--- src/rtl/pipe_rca_pkg.sv ---
// Shared types and elaboration helpers for the pipelined ripple-carry adder/subtractor.
package pipe_rca_pkg;

  typedef enum logic {
    OP_ADD = 1'b0,
    OP_SUB = 1'b1
  } op_e;

  function automatic int unsigned chunk_width(int unsigned width, int unsigned stages);
    return width / stages;
  endfunction

  // Legal shapes: 1..WIDTH stages, each slice the same width.
  function automatic bit cfg_ok(int unsigned width, int unsigned stages);
    return (stages >= 1) && (stages <= width) && ((width % stages) == 0);
  endfunction

endpackage

--- src/rtl/rca_slice.sv ---
// Combinational W-bit ripple-carry slice built from per-bit full-adder equations.
module rca_slice
  import pipe_rca_pkg::*;
#(
  parameter int unsigned W = 8
) (
  input  logic [W-1:0] a,
  input  logic [W-1:0] b,
  input  logic         cin,
  output logic [W-1:0] s,
  output logic         cout
);

  always_comb begin
    logic c;
    c = cin;
    s = '0;
    for (int i = 0; i < W; i++) begin
      s[i] = a[i] ^ b[i] ^ c;
      c    = (a[i] & b[i]) | (c & (a[i] ^ b[i]));
    end
    cout = c;
  end

endmodule

--- src/rtl/pipe_rca.sv ---
// Pipelined ripple-carry adder/subtractor, one CHUNK-bit slice per stage, valid/ready on both ends.
// Optional signed-overflow output enabled by defining PIPE_RCA_OVF_EN.
module pipe_rca
  import pipe_rca_pkg::*;
#(
  parameter int unsigned WIDTH  = 32,
  parameter int unsigned STAGES = 4
) (
  input  logic             clk,
  input  logic             rst_n,
  input  logic             in_valid,
  output logic             in_ready,
  input  logic [WIDTH-1:0] a,
  input  logic [WIDTH-1:0] b,
  input  logic             cin,
  input  logic             sub,
  output logic             out_valid,
  input  logic             out_ready,
  output logic [WIDTH-1:0] sum,
  output logic             cout,
  output logic             zero
`ifdef PIPE_RCA_OVF_EN
  ,
  output logic             ovf
`endif
);

  localparam int unsigned CHUNK = chunk_width(WIDTH, STAGES);

  if (!cfg_ok(WIDTH, STAGES)) begin : g_cfg_check
    $error("pipe_rca: STAGES must be in 1..WIDTH and divide WIDTH");
  end

  logic adv;
  op_e  op;

  assign op       = op_e'(sub);
  assign adv      = !out_valid || out_ready;
  assign in_ready = adv;

  // Stage k holds the low (k+1)*CHUNK result bits plus the operand bits not yet summed,
  // right-justified so every slice reads the bottom CHUNK bits of its remainder.
  for (genvar k = 0; k < STAGES; k++) begin : g_stage
    localparam int unsigned Lo   = k * CHUNK;
    localparam int unsigned RemW = WIDTH - Lo;

    logic                v_in;
    logic                c_in;
    logic [RemW-1:0]     ra_in;
    logic [RemW-1:0]     rb_in;
    logic [Lo+CHUNK-1:0] s_d;
    logic [CHUNK-1:0]    slice_s;
    logic                slice_c;
    logic                v_q;
    logic                c_q;
    logic [Lo+CHUNK-1:0] s_q;

    if (k == 0) begin : g_head
      assign v_in  = in_valid;
      assign c_in  = (op == OP_SUB) ? 1'b1 : cin;
      assign ra_in = a;
      assign rb_in = (op == OP_SUB) ? ~b : b;
      assign s_d   = slice_s;
    end else begin : g_body
      assign v_in  = g_stage[k-1].v_q;
      assign c_in  = g_stage[k-1].c_q;
      assign ra_in = g_stage[k-1].g_fwd.ra_q;
      assign rb_in = g_stage[k-1].g_fwd.rb_q;
      assign s_d   = {slice_s, g_stage[k-1].s_q};
    end

    rca_slice #(
      .W(CHUNK)
    ) u_slice (
      .a   (ra_in[CHUNK-1:0]),
      .b   (rb_in[CHUNK-1:0]),
      .cin (c_in),
      .s   (slice_s),
      .cout(slice_c)
    );

    always_ff @(posedge clk or negedge rst_n) begin
      if (!rst_n) begin
        v_q <= 1'b0;
      end else if (adv) begin
        v_q <= v_in;
      end
    end

    // Data only moves with a valid beat, so bubbles leave the last result in place.
    always_ff @(posedge clk or negedge rst_n) begin
      if (!rst_n) begin
        c_q <= 1'b0;
        s_q <= '0;
      end else if (adv && v_in) begin
        c_q <= slice_c;
        s_q <= s_d;
      end
    end

    if (k < STAGES - 1) begin : g_fwd
      logic [RemW-CHUNK-1:0] ra_q;
      logic [RemW-CHUNK-1:0] rb_q;

      always_ff @(posedge clk or negedge rst_n) begin
        if (!rst_n) begin
          ra_q <= '0;
          rb_q <= '0;
        end else if (adv && v_in) begin
          ra_q <= ra_in[RemW-1:CHUNK];
          rb_q <= rb_in[RemW-1:CHUNK];
        end
      end
    end else begin : g_tail
      logic zero_q;

      always_ff @(posedge clk or negedge rst_n) begin
        if (!rst_n) begin
          zero_q <= 1'b0;
        end else if (adv && v_in) begin
          zero_q <= (s_d == '0);
        end
      end

`ifdef PIPE_RCA_OVF_EN
      logic ovf_q;

      // Operand sign bits sit at the top of the final remainder.
      always_ff @(posedge clk or negedge rst_n) begin
        if (!rst_n) begin
          ovf_q <= 1'b0;
        end else if (adv && v_in) begin
          ovf_q <= (ra_in[CHUNK-1] == rb_in[CHUNK-1]) && (slice_s[CHUNK-1] != ra_in[CHUNK-1]);
        end
      end

      assign ovf = ovf_q;
`endif

      assign out_valid = v_q;
      assign sum       = s_q;
      assign cout      = c_q;
      assign zero      = zero_q;
    end
  end

endmodule
--- config.mk ---
export PLATFORM = sky130hd
export DESIGN_NAME = pipe_rca
export DESIGN_NICKNAME = d
export VERILOG_FILES = /design/src/rtl/pipe_rca_pkg.sv /design/src/rtl/rca_slice.sv /design/src/rtl/pipe_rca.sv
export SDC_FILE = /design/constraint.sdc
export NUM_CORES = 1
export LEC_CHECK = 0
export ABC_AREA = 1
export ABC_CLOCK_PERIOD_IN_PS = 4740
export BUFFER_PORTS_ARGS = -buffer_cell sky130_fd_sc_hd__buf_2
export CORE_ASPECT_RATIO = 1.4
export CORE_MARGIN = 4
export CORE_UTILIZATION = 25
export CTS_CLUSTER_SIZE = 24
export DETAILED_ROUTE_END_ITERATION = 6
export GPL_ROUTABILITY_DRIVEN = 0
export PLACE_DENSITY = 0.4
export SETUP_SLACK_MARGIN = 0.3
export SLEW_MARGIN = 5
export SYNTH_ARGS = -nofsm -noshare
export SYNTH_HDL_FRONTEND = slang
export SYNTH_SLANG_ARGS = --single-unit
export TNS_END_PERCENT = 30
--- constraint.sdc ---
create_clock -name clk -period 4.74 [get_ports clk]
set_input_delay 0.711 -clock clk [delete_from_list [all_inputs] [get_ports clk]]
set_output_delay 0.711 -clock clk [all_outputs]
set_load 0.02 [all_outputs]
# Word level (Yosys, flattened, before mapping)
# Index checks and enable logic that the tools add are counted.
# classes
muxes	2
bitwise_logic	161
reduce_logical	7
# ops
operator	n
$and 1x1->1	64
$xor 1x1->1	64
$logic_not 32->1	1
$mux 32	1
$not 32->32	1
$or 1x1->1	32
$logic_and 1x1->1	4
$logic_not 1->1	1
$logic_or 1x1->1	1
$mux 1	1
# word_totals
regBits	185

# Longest topological paths before layout
# Gate-level depths: netlist of the first run.
# depth
word_depth	19
ltp_mapped	17

# By module
# From an unflattened synthesis of the first run, not the netlist that was laid out.
# hier_totals
cells_unflattened	801
hier_area_um2	8079.0
# modules_own_cells
mod	n_inst	cells_each	area_per_inst_um2
pipe_rca	1	729	7288.2
rca_slice	4	18	197.7

# Worst setup path after synthesis of the first run
# OpenSTA, ideal clock, no wires.
# synth_path
kind	in2reg
startpoint	in sub
endpoint	reg g_stage[0].s_q[7]
setup_ps	117
t_arrival_ps	4466
path_slack_ps	156
path_stages	16
path_buffers	2
cell_sequence	buf_2 -> buf_4 -> xnor2_1 -> fa_1 -> inv_1 -> fa_1 -> inv_1 -> fa_1 -> fa_1 -> fa_1 -> fa_1 -> fa_1 -> inv_1 -> fa_1 -> nand2_1 -> o21ai_2
# synth_between
elab_chain_cells	17
word_cells_on_any_way	32
cone_classes	2 x mux; 30 x bitwise
# synth_lines
item	line	rtl
start: declaration	pipe_rca.sv:16	input logic sub,
$mux 32	pipe_rca.sv:62	assign rb_in = (op == OP_SUB) ? ~b : b;
$xor 1x1->1	rca_slice.sv:20	c = (a[i] & b[i]) | (c & (a[i] ^ b[i]));
$and 1x1->1	rca_slice.sv:20	
$or 1x1->1	rca_slice.sv:20	
$and 1x1->1	rca_slice.sv:20	
$or 1x1->1	rca_slice.sv:20	
$and 1x1->1	rca_slice.sv:20	
$or 1x1->1	rca_slice.sv:20	
(+2 left out)	n/a	
$and 1x1->1	rca_slice.sv:20	
$or 1x1->1	rca_slice.sv:20	
$and 1x1->1	rca_slice.sv:20	
$or 1x1->1	rca_slice.sv:20	
$and 1x1->1	rca_slice.sv:20	
$or 1x1->1	rca_slice.sv:20	
$xor 1x1->1 *	rca_slice.sv:19	s[i] = a[i] ^ b[i] ^ c;
via g_stage[0].s_d[7]	pipe_rca.sv:51	logic [Lo+CHUNK-1:0] s_d;
end signal: assignment	pipe_rca.sv:94	s_q <= '0;
end signal: assignment	pipe_rca.sv:97	s_q <= s_d;
end: declaration	pipe_rca.sv:56	logic [Lo+CHUNK-1:0] s_q;
# The timed path passes the listed nets; every way through them passes the cells marked *.
# A chain may end at the register's enable or synchronous reset.

# Worst setup path after layout of the first run
# layout_path
startpoint	reg g_stage[2].c_q
endpoint	reg g_stage[3].g_tail.zero_q (netlist: zero)
# layout_between
elab_chain_cells	16
word_cells_on_any_way	23
cone_classes	22 x bitwise; 1 x reduce/logical
# layout_lines
item	line	rtl
start: declaration	pipe_rca.sv:55	logic c_q;
start signal: assignment	pipe_rca.sv:96	c_q <= slice_c;
$and 1x1->1	rca_slice.sv:20	
$or 1x1->1	rca_slice.sv:20	
$and 1x1->1	rca_slice.sv:20	
$or 1x1->1	rca_slice.sv:20	
$and 1x1->1	rca_slice.sv:20	
$or 1x1->1	rca_slice.sv:20	
$and 1x1->1	rca_slice.sv:20	
$or 1x1->1	rca_slice.sv:20	
$and 1x1->1	rca_slice.sv:20	
$or 1x1->1	rca_slice.sv:20	
$and 1x1->1	rca_slice.sv:20	
$or 1x1->1	rca_slice.sv:20	
$and 1x1->1	rca_slice.sv:20	
$or 1x1->1	rca_slice.sv:20	
$xor 1x1->1	rca_slice.sv:19	
$logic_not 32->1 *	pipe_rca.sv:121	zero_q <= (s_d == '0);
end signal: assignment	pipe_rca.sv:121	
end: declaration	pipe_rca.sv:115	logic zero_q;
# Mark *: on every way between the ends. The rest lies on a longest branch, timed or not.

==> impl_results.md, run 1 <==
* Outcome: complete, no violations
* Diode count at 0
* CTS tree: done
* CP Data Required Time at 5.06 ns
* Area leader, netlist: dfrtp_1
* Int Pwr at 0.004011 W
* Max-slew violation count at 0
* Cell count after synthesis at 757
* Yosys warning total at 0
* Synth area leaders: dfrtp_1 57%, fa_1 7.8%, nand2_1 6.6%, o21ai_0 5.1%, inv_1 4.0%
* Clock Latency Late Sink at 0.43 ns
* Final Worst Setup Slack at 0.7746 ns
* Total Routed Length at 17.59 mm
* Fin crit period at 3.965 ns
* Post-cts resize count at 0
* Sw Share at 0.3653
* Worst slack, placed at 0.3786 ns
* Die width at 160.8 um
* Buffers on Ports at 105
* First-pass GRT wire length at 29.53 mm
* # hold bufs at CTS at 0
* Syn nets at 859
* CP endpoint kind: register
* Leak at 4.632 nW
* Cell variety after synth at 24
* Clock transition at the registers of the reported paths at 0.06 ns
* P_sw at 0.002308 W
* Hold/Removal Path Class: input pin to async pin
* Final net count at 947
* Via count at 4958
* GR Overflow Total at 0
* Flops & latches, synth at 185
* Crit path launch type: register
* Core Footprint at 32300 sq um
* Layout area overhead at 17.10%
* Register area share after synthesis at 0.5665
* Pin count of the biggest net entering global routing at 108
* Tot Pwr at 0.006319 W
* Slew margin rel. at 0.3786
* Initial antenna violation count at 1
* GRT Resource Usage Total at 0.1045
* CP arrival at 4.29 ns
* Fmax at 252.2 MHz
* Clk root buf: clkbuf_16
* Ports at 106
* Synth top area share at 0.5665
* Pre-antenna DRT Iters at 4
* Antenna-violating nets left at 0
* VDD IR max at 0.2679 mV
* Setup TNS at 0 ns
* Netlist Area Pre-Place at 8172 sq um
* Routed len/inst at 13.55 um
* Placement Rows at 78
* Worst Tran Pin Value at 0.9321 ns
* Post-DP HPWL at 12.12 mm
* Synth Area per Inst at 10.79 sq um
* Starting DRT DRC Count at 205
* Clock power frac at 0.219
* Vias in the first global route at 5268
* # DRC at 0
* Die Area at 35680 sq um
* Flop pwr share at 0.419
* Share of layout cells above drive strength 1 at 0.2133
* Critical path fanouts, max at 2
* CTS Sinks at 185
* Clk_skew at 0.005858 ns
* Final setup vio count at 0
* # H-tree levels at 4
* CTS max path bufs at 2
* Share of power burned in combinational logic at 0.361
* Initial Util at 0.2530
* PD cells at 660.3 nW/um^2
* Max-Cap Viols at 0
* Num CTS Buffers at 17
* Setup bufs post-CTS at 0
* Period utilization at 0.8366
* Final hold vios at 0
* Die height at 221.9 um
* Vias/cell at 3.820
* Unrepaired setup endpoints after global routing: false
* Crit path kind: register to register
==> critical path, stage by stage, from the launching register on <==
cell,delay (ns)
dfrtp_1,0.40
fa_1,0.45
fa_1,0.40
fa_1,0.39
fa_1,0.37
inv_1,0.08
fa_1,0.17
inv_1,0.05
fa_1,0.37
fa_1,0.36
inv_1,0.08
fa_1,0.42
inv_1,0.06
nor2_1,0.03
nand2_1,0.05
nor2_1,0.04
nand2_1,0.06
o21bai_1,0.06
==> per-layer routing <==
| metal | track usage | vias up | wire length [um] |
|---|---|---|---|
| met5 | 0 | - | 7 |
| met2 | 0.1596 | 75 | 7996 |
| met1 | 0.1439 | 2329 | 8667 |
| met3 | 0.03124 | 12 | 672 |
| li1 | - | 2540 | - |
| met4 | 0.03139 | 2 | 245 |
==> sequential cells by signal, summed over array words and instances, names as in the netlist <==
name,flops
g_stage.g_fwd.ra_q,48
zero,1
out_valid,1
cout,1
g_stage.g_fwd.rb_q,48
sum,32
g_stage.v_q,3
g_stage.c_q,3
g_stage.s_q,48
==> cells by family (layout without fill, tap and decap cells) <==
family,count (synthesis),in the layout,synth area share
AOI/OAI and AO/OA,149,149,0.09646
xor gates and xnor gates,32,32,0.03430
adders and majority gates,32,32,0.07839
buffers and inverters,127,228,0.07717
DFF,185,185,0.5665
muxes,27,27,0.04685
and+or+nand+nor,205,205,0.1003
==> path summary, 6_finish.rpt <==
| path | from | to | slack, ns | cells after the start |
|---|---|---|---|---|
| max | g_stage[2].c_q$_DFFE_PN0P_ | zero$_DFFE_PN0P_ | 0.77 | 17 |
| min | rst_n | g_stage[0].g_fwd.ra_q[9]$_DFFE_PN0P_ | 0.28 | 1 |
| max reg2reg | g_stage[2].c_q$_DFFE_PN0P_ | zero$_DFFE_PN0P_ | 0.77 | 17 |
| min reg2reg | sum[8]$_DFFE_PN0P_ | sum[8]$_DFFE_PN0P_ | 0.48 | 2 |
| max in group asynchronous | rst_n | g_stage[1].s_q[2]$_DFFE_PN0P_ | 3.39 | 2 |
| min in group clk | a[12] | g_stage[0].g_fwd.ra_q[4]$_DFFE_PN0P_ | 0.47 | 3 |
==> cell type report <==
type | instances | area (sq um)
inverter | 88 | 330.3
timing repair buffer | 108 | 569.3
fill | 3428 | 22730
tap | 440 | 550.5
clock inverter | 7 | 65.06
clock buffer | 25 | 505.5
multi-input combinational | 445 | 2919
sequential | 185 | 4629
==> Yosys cell counts, drive strengths merged <==
library cell and n:
xor2 2, a21boi 1, nand3 4, nor2 53
buf 34, mux2 27, xnor2 30, o21ai 112
clkbuf 5, o21bai 1, dfrtp 185, a21oi 35
inv 88, nand2 148, fa 32
==> stage by stage <==
stage	cell area, sq um	cells	utilization	hold WS [ns]
final	9569	1298	0.2962	0.2850
after global routing	9569	1298	0.2962	0.3343
after CTS	9569	1298	0.2962	0.3169
after detailed placement	8999	1266	0.2786	0.4708
after global placement	8999	1266	0.2786	0.4627
after floorplan	8183	757	-	0.4154
==> power by group through the flow <==
stage	registers [W]	clock network [W]	logic (W)
after floorplan	0.00278	0	0.00158
after global placement	0.00268	0	0.00234
after detailed placement	0.00269	0	0.00236
after CTS	0.00266	0.00145	0.00237
after global routing	0.00275	0.00151	0.00266
final	0.00265	0.00139	0.00228
==> layout by cell type, fill, tap and decap left out <==
cell / count
buf_2: 104
nand2_4: 5
mux2_2: 5
inv_1: 87
xnor2_1: 30
clkinvlp_4: 2
fa_1: 29
nor2_4: 1
o21ai_0: 84
inv_2: 1
clkinv_2: 4
nand3_1: 4
clkbuf_16: 17
o21ai_2: 10
bufinv_16: 1
a21boi_0: 1
nor2_1: 52
buf_12: 1
dfrtp_1: 185
a21oi_1: 35
xor2_1: 2
mux2_1: 1
o21bai_1: 1
nand2_1: 143
mux2_4: 21
clkbuf_1: 3
o21ai_1: 18
fa_2: 3
buf_4: 2
clkbuf_8: 6
(Power assumes the default switching activity.)
==> run 2, diff against run 1 <==
--- a/config.mk
+++ b/config.mk
@@ -6,7 +6,7 @@
 export NUM_CORES = 1
 export LEC_CHECK = 0
 export ABC_AREA = 1
-export ABC_CLOCK_PERIOD_IN_PS = 4740
+export ABC_CLOCK_PERIOD_IN_PS = 3700
 export BUFFER_PORTS_ARGS = -buffer_cell sky130_fd_sc_hd__buf_2
 export CORE_ASPECT_RATIO = 1.4
 export CORE_MARGIN = 4
==> constraint.sdc (replaced) <==
create_clock -name clk -period 3.7 [get_ports clk]
set_input_delay 0.555 -clock clk [delete_from_list [all_inputs] [get_ports clk]]
set_output_delay 0.555 -clock clk [all_outputs]
set_load 0.02 [all_outputs]
==> impl_results.md, run 2 (synthesis results as in run 1) <==
* Diode count at 0 (unchanged)
* Slowest CP cell: fa_1
* Antenna-violating nets left at 0 (unchanged)
* # DRC at 0 (unchanged)
* CTS max path bufs at 2 (unchanged)
* GRT Resource Usage Total at 0.1061 (+0.001545)
* Die Area at 35680 sq um (unchanged)
* Layout area overhead at 18.79%
* PD cells at 851.2 nW/um^2 (+29%)
* Leak at 4.648 nW (+0.35%)
* CP endpoint kind: register
* Clk root buf: clkbuf_16
* Vias in the first global route at 5317 (+0.93%)
* Outcome: complete, no violations
* Tot Pwr at 0.008263 W (+31%)
* Max-slew violation count at 0 (unchanged)
* Via count at 4960 (+0.040%)
* Most common cell after layout, fill and taps aside: dfrtp_1
* Pin count of the biggest net entering global routing at 94 (-13%)
* Setup TNS at 0 ns (unchanged)
* Top delay family on crit path: adder cells
* # fillers at 3414 (-0.41%)
* Finished Layout Cells at 1304 (+0.46%)
* Final setup vio count at 0 (unchanged)
* Placement Rows at 78 (unchanged)
* Commonest non-fill, non-tap cells in the layout: 185 x dfrtp_1, 143 x nand2_1, 104 x buf_2
* Starting DRT DRC Count at 210 (+2.4%)
* GR Overflow Total at 0 (unchanged)
* Final net count at 954 (+0.74%)
* Number of buffers and inverters on the critical path at 4 (unchanged)
* Buffers on Ports at 105 (unchanged)
* CTS tree: done
* Initial Util at 0.2530 (unchanged)
* Die width at 160.8 um (unchanged)
* Worst slack, placed at -0.3896 ns (-0.7681 ns)
* CP arrival at 4.00 ns (-0.29 ns)
* # hold bufs at CTS at 0 (unchanged)
* Core Footprint at 32300 sq um (unchanged)
* Critical Path Max Stage Delay at 0.41 ns (-0.04 ns)
* Routed len/inst at 13.79 um (+1.7%)
* Initial antenna violation count at 0 (-1)
* Fmax at 272.2 MHz (+7.9%)
* Crit path launch type: register
* Clk_skew at 0.009510 ns (+0.003652 ns)
* Vias/cell at 3.804 (-0.42%)
* CTS Sinks at 185 (unchanged)
* Period utilization at 0.9931 (+0.1565)
* Final Hold Slack at 0.1837 ns (-0.1012 ns)
* Final hold vios at 0 (unchanged)
* Slew margin rel. at 0.4403 (+0.06168)
* Crit-path cells: fa_2 -> fa_2 -> fa_2 -> fa_2 -> inv_2 -> fa_2 -> inv_2 -> fa_2 -> fa_2 -> inv_2 -> fa_1 -> inv_1 -> nor2_1 -> nand2_1 -> nor2_1 -> nand2_1 -> o21bai_1
* Pre-antenna DRT Iters at 4 (unchanged)
* Most used cell, CP: fa_2
* Top flop regs: g_stage.g_fwd.ra_q (48), g_stage.g_fwd.rb_q (48), g_stage.s_q (48)
* First-pass GRT wire length at 29.70 mm (+0.58%)
* # H-tree levels at 4 (unchanged)
* Hold/Removal Path Class: input pin to async pin
* Ports at 106 (unchanged)
* Max-Cap Viols at 0 (unchanged)
* Crit path kind: register to register
* Clock Latency Late Sink at 0.44 ns (about the same)
* Die height at 221.9 um (unchanged)
* Total Routed Length at 17.98 mm (+2.2%)
* Share of layout cells above drive strength 1 at 0.2662 (+0.05292)
* Fin crit period at 3.674 ns (-0.2910 ns)
* Final Worst Setup Slack at 0.02562 ns (-0.7490 ns)
* Num CTS Buffers at 17 (unchanged)
* Clock transition at the registers of the reported paths at 0.07 ns (about the same)
* CP Data Required Time at 4.02 ns (-1.04 ns)
* VDD IR max at 0.3352 mV (+25%)
* Worst Tran Pin Value at 0.8396 ns (-0.09252 ns)
* Critical path fanouts, max at 2 (unchanged)
* Placed Cells incl. Taps at 1272 (+0.47%)
* Post-DP HPWL at 12.54 mm (+3.4%)
* Unrepaired setup endpoints after global routing: true
## run 2: cell types whose count changed in the layout (fill, tap and decap cells not counted), sizes merged
| cell | delta |
|---|---|
| clkinvlp | -2 |
| buf | +7 |
| clkinv | +3 |
| clkbuf | -2 |
## run 2: final timing paths
check,startpoint,endpoint,slack (ns),cells past startpoint
setup / recovery,g_stage[2].c_q$_DFFE_PN0P_,zero$_DFFE_PN0P_,0.03,17
hold / removal,rst_n,g_stage[0].g_fwd.ra_q[10]$_DFFE_PN0P_,0.18,1
setup reg to reg,g_stage[2].c_q$_DFFE_PN0P_,zero$_DFFE_PN0P_,0.03,17
hold reg to reg,sum[20]$_DFFE_PN0P_,sum[20]$_DFFE_PN0P_,0.48,2
max in group asynchronous,rst_n,g_stage[2].g_fwd.rb_q[5]$_DFFE_PN0P_,2.70,2
min in group clk,a[14],g_stage[0].g_fwd.ra_q[6]$_DFFE_PN0P_,0.31,3
## run 2: what timing repair did
action | CTS | global route
cloned | 0 | 0
resized for setup | 25 | 11
endpoints found under the setup margin | 11 | 12
pin swaps | 13 | 12
hold endpoints to repair | 0 | 0
buffers inserted | 0 | 1
## run 2: per-stage QoR
stage	util	instance area, sq um
2_1_floorplan	-	8210
5_1_grt	0.3005	9707
4_1_cts	0.2997	9681
3_3_place_gp	0.2809	9074
3_5_place_dp	0.2809	9074
6_report	0.3005	9707
## run 2: per-layer routing
layer | up-vias | global-route usage | part of all wire
met2 | 80 | 0.1640 | 0.46
met1 | 2311 | 0.1435 | 0.49
met5 | - | 0 | 0
met3 | 17 | 0.02883 | 0.037
met4 | 0 | 0.03800 | 0.017
li1 | 2552 | - | -
## run 2: worst register-to-register path, cell delays in order (launching register included)
cell      delay [ns]
dfrtp_1         0.40
fa_2            0.40
fa_2            0.35
fa_2            0.34
fa_2            0.34
inv_2           0.06
fa_2            0.19
inv_2           0.04
fa_2            0.33
fa_2            0.34
inv_2           0.06
fa_1            0.41
inv_1           0.07
nor2_1          0.03
nand2_1         0.05
nor2_1          0.04
nand2_1         0.06
o21bai_1        0.06
## run 2: area by class of cell
class | count | area [sq um] | area share
multi-input cells | 445 | 2995 | 0.3086
clock inverters | 8 | 68.82 | 0.007089
clock buffers | 23 | 498.0 | 0.05130
repair buffers | 115 | 634.4 | 0.06535
flip-flops and latches | 185 | 4629 | 0.4769
well taps | 440 | 550.5 | 0.05672
inverters | 88 | 330.3 | 0.03403
## run 2: report_power, final
part           internal (W)  switching, W
Combinational       0.00132       0.00175
Clock               0.00101      0.000771
Sequential          0.00291      0.000506
==> run 3, diff against run 2 <==
--- a/config.mk
+++ b/config.mk
@@ -9,7 +9,7 @@
 export ABC_CLOCK_PERIOD_IN_PS = 3700
 export BUFFER_PORTS_ARGS = -buffer_cell sky130_fd_sc_hd__buf_2
 export CORE_ASPECT_RATIO = 1.4
-export CORE_MARGIN = 4
+export CORE_MARGIN = 2
 export CORE_UTILIZATION = 25
 export CTS_CLUSTER_SIZE = 24
 export DETAILED_ROUTE_END_ITERATION = 6
==> impl_results.md, run 3 (synthesis results as in run 1) <==
* Outcome: complete, no violations
* Antenna-violating nets left at 0 (unchanged)
* Fmax at 271.4 MHz (-0.27%)
* Register Area at 4629 sq um (unchanged)
* Commonest non-fill, non-tap cells in the layout: 185 x dfrtp_1, 143 x nand2_1, 102 x buf_2
* Vias in the first global route at 5209 (-2.0%)
* First-pass GRT wire length at 28.79 mm (-3.1%)
* # fillers at 3418 (+0.12%)
* # hold bufs at CTS at 0 (unchanged)
* Final net count at 955 (+0.10%)
* Setup TNS at 0 ns (unchanged)
* Unrepaired setup endpoints after global routing: true
* Clock Latency Late Sink at 0.43 ns (about the same)
* Routed len/inst at 13.63 um (-1.1%)
* Footprint of the multi-input gates at 3005 sq um (+0.33%)
* Flop pwr share at 0.411 (-0.003)
* Placement Rows at 78 (unchanged)
* Clk root buf: clkbuf_16
* CTS Sinks at 185 (unchanged)
* # H-tree levels at 4 (unchanged)
* Via count at 5008 (+0.97%)
* Max-Cap Viols at 0 (unchanged)
* CTS tree: done
* Layout area overhead at 19.42%
* Initial antenna violation count at 0 (unchanged)
* CP endpoint kind: register
* Share of layout cells above drive strength 1 at 0.2662 (unchanged)
* Sw Share at 0.3642 (-0.002121)
* Die height at 217.9 um (-1.8%)
* Max-slew violation count at 0 (unchanged)
* GRT Resource Usage Total at 0.1104 (+0.004335)
* CTS max path bufs at 2 (unchanged)
* Int Pwr at 0.005279 W (+0.84%)
* Die Area at 34170 sq um (-4.2%)
* # DRC at 0 (unchanged)
* VDD IR max at 0.3232 mV (-3.6%)
* Share of power burned in combinational logic at 0.369 (-0.002)
* Final setup vio count at 0 (unchanged)
* Ports at 106 (unchanged)
* Starting DRT DRC Count at 206 (-1.9%)
* CP Data Required Time at 4.02 ns (about the same)
* Worst-case reg-to-reg path depth at 17 (unchanged)
* Pin count of the biggest net entering global routing at 86 (-8.5%)
* PD cells at 851.0 nW/um^2 (about the same)
* Final hold vios at 0 (unchanged)
* P_sw at 0.003024 W (about the same)
* Critical path fanouts, max at 2 (unchanged)
* Worst Tran Pin Value at 0.8273 ns (-0.01228 ns)
* Crit path launch type: register
* Post-DP HPWL at 12.45 mm (-0.67%)
* Num CTS Buffers at 17 (unchanged)
* Crit path kind: register to register
* Final Hold Slack at 0.1401 ns (-0.04363 ns)
* Fin crit period at 3.684 ns (+0.009992 ns)
* Buffers on Ports at 105 (unchanged)
* Die width at 156.8 um (-2.5%)
* Clock power frac at 0.220 (+0.005)
* Period utilization at 0.9958 (+0.002701)
* Vias/cell at 3.840 (+0.97%)
* GR Overflow Total at 0 (unchanged)
* Clk_skew at 0.006328 ns (-0.003182 ns)
* Core Footprint at 32300 sq um (unchanged)
* Tot Pwr at 0.008304 W (+0.50%)
* Clock transition at the registers of the reported paths at 0.07 ns (about the same)
* Total Routed Length at 17.78 mm (-1.1%)
* Utilization after layout at 0.3021 (+0.001588)
* Most common cell after layout, fill and taps aside: dfrtp_1
* Slew margin rel. at 0.4485 (+0.008189)
* Initial Util at 0.2530 (unchanged)
* Pre-antenna DRT Iters at 4 (unchanged)
* Diode count at 0 (unchanged)
* Top flop regs: g_stage.g_fwd.ra_q (48), g_stage.g_fwd.rb_q (48), g_stage.s_q (48)
* Hold/Removal Path Class: input pin to async pin
* Leak at 4.657 nW (+0.18%)
* CP arrival at 4.01 ns (about the same)
## run 3: through the flow
step	instance area, sq um	cells	worst slack, ns
finish	9758	1304	0.01562
floorplan	8210	757	-0.3762
detailed placement	9074	1272	-0.3893
global placement	9074	1272	-0.3588
global route	9758	1304	-0.1578
CTS	9693	1302	-0.01080
## run 3: layout make-up
cell class	count	area share
Inverter	88	0.03385
Multi-Input combinational cell	445	0.3080
Sequential cell	185	0.4744
Clock inverter	7	0.009360
Tap cell	440	0.05642
Timing Repair Buffer	116	0.06796
Clock buffer	23	0.05001
## run 3: timing repair
action,4_1_cts,5_1_grt
setup endpoints to repair,11,11
hold endpoints to repair,0,0
pin swaps,11,12
gates cloned,0,0
buffers inserted,0,2
gates resized for setup,26,19
## run 3: path summary, 6_finish.rpt
path / startpoint / endpoint / slack [ns]
min reg2reg: cout$_DFFE_PN0P_ / cout$_DFFE_PN0P_ / 0.48
max reg2reg: g_stage[2].g_fwd.rb_q[0]$_DFFE_PN0P_ / zero$_DFFE_PN0P_ / 0.02
max: g_stage[2].g_fwd.rb_q[0]$_DFFE_PN0P_ / zero$_DFFE_PN0P_ / 0.02
min: rst_n / g_stage[0].g_fwd.ra_q[8]$_DFFE_PN0P_ / 0.14
min in group clk: a[10] / g_stage[0].g_fwd.ra_q[2]$_DFFE_PN0P_ / 0.31
max in group asynchronous: rst_n / g_stage[0].c_q$_DFFE_PN0P_ / 2.74
## run 3: power groups by stage
stage | combinational [W] | sequential (W) | clock [W]
after global placement | 0.00300 | 0.00344 | 0
after global routing | 0.00355 | 0.00354 | 0.00198
after detailed placement | 0.00303 | 0.00346 | 0
final | 0.00306 | 0.00341 | 0.00183
after CTS | 0.00312 | 0.00343 | 0.00190
after floorplan | 0.00203 | 0.00356 | 0
## run 3: layer usage
metal  track usage  up-vias  wire [um]
li1              -     2556          -
met1        0.1468     2369       8794
met2        0.1753       72       8155
met3       0.02901       11        581
met4       0.03486        0        246
met5             0        -          0
## run 3: worst max-delay path, cell delays in order (launching register included)
cell and delay (ns):
dfrtp_1 0.41, fa_2 0.41, fa_2 0.35, fa_2 0.34, fa_2 0.34, inv_2 0.06
fa_2 0.19, inv_2 0.04, fa_2 0.33, fa_2 0.34, inv_2 0.06, fa_1 0.41
inv_1 0.07, nor2_1 0.03, nand2_1 0.05, nor2_1 0.04, nand2_1 0.06, o21bai_1 0.06
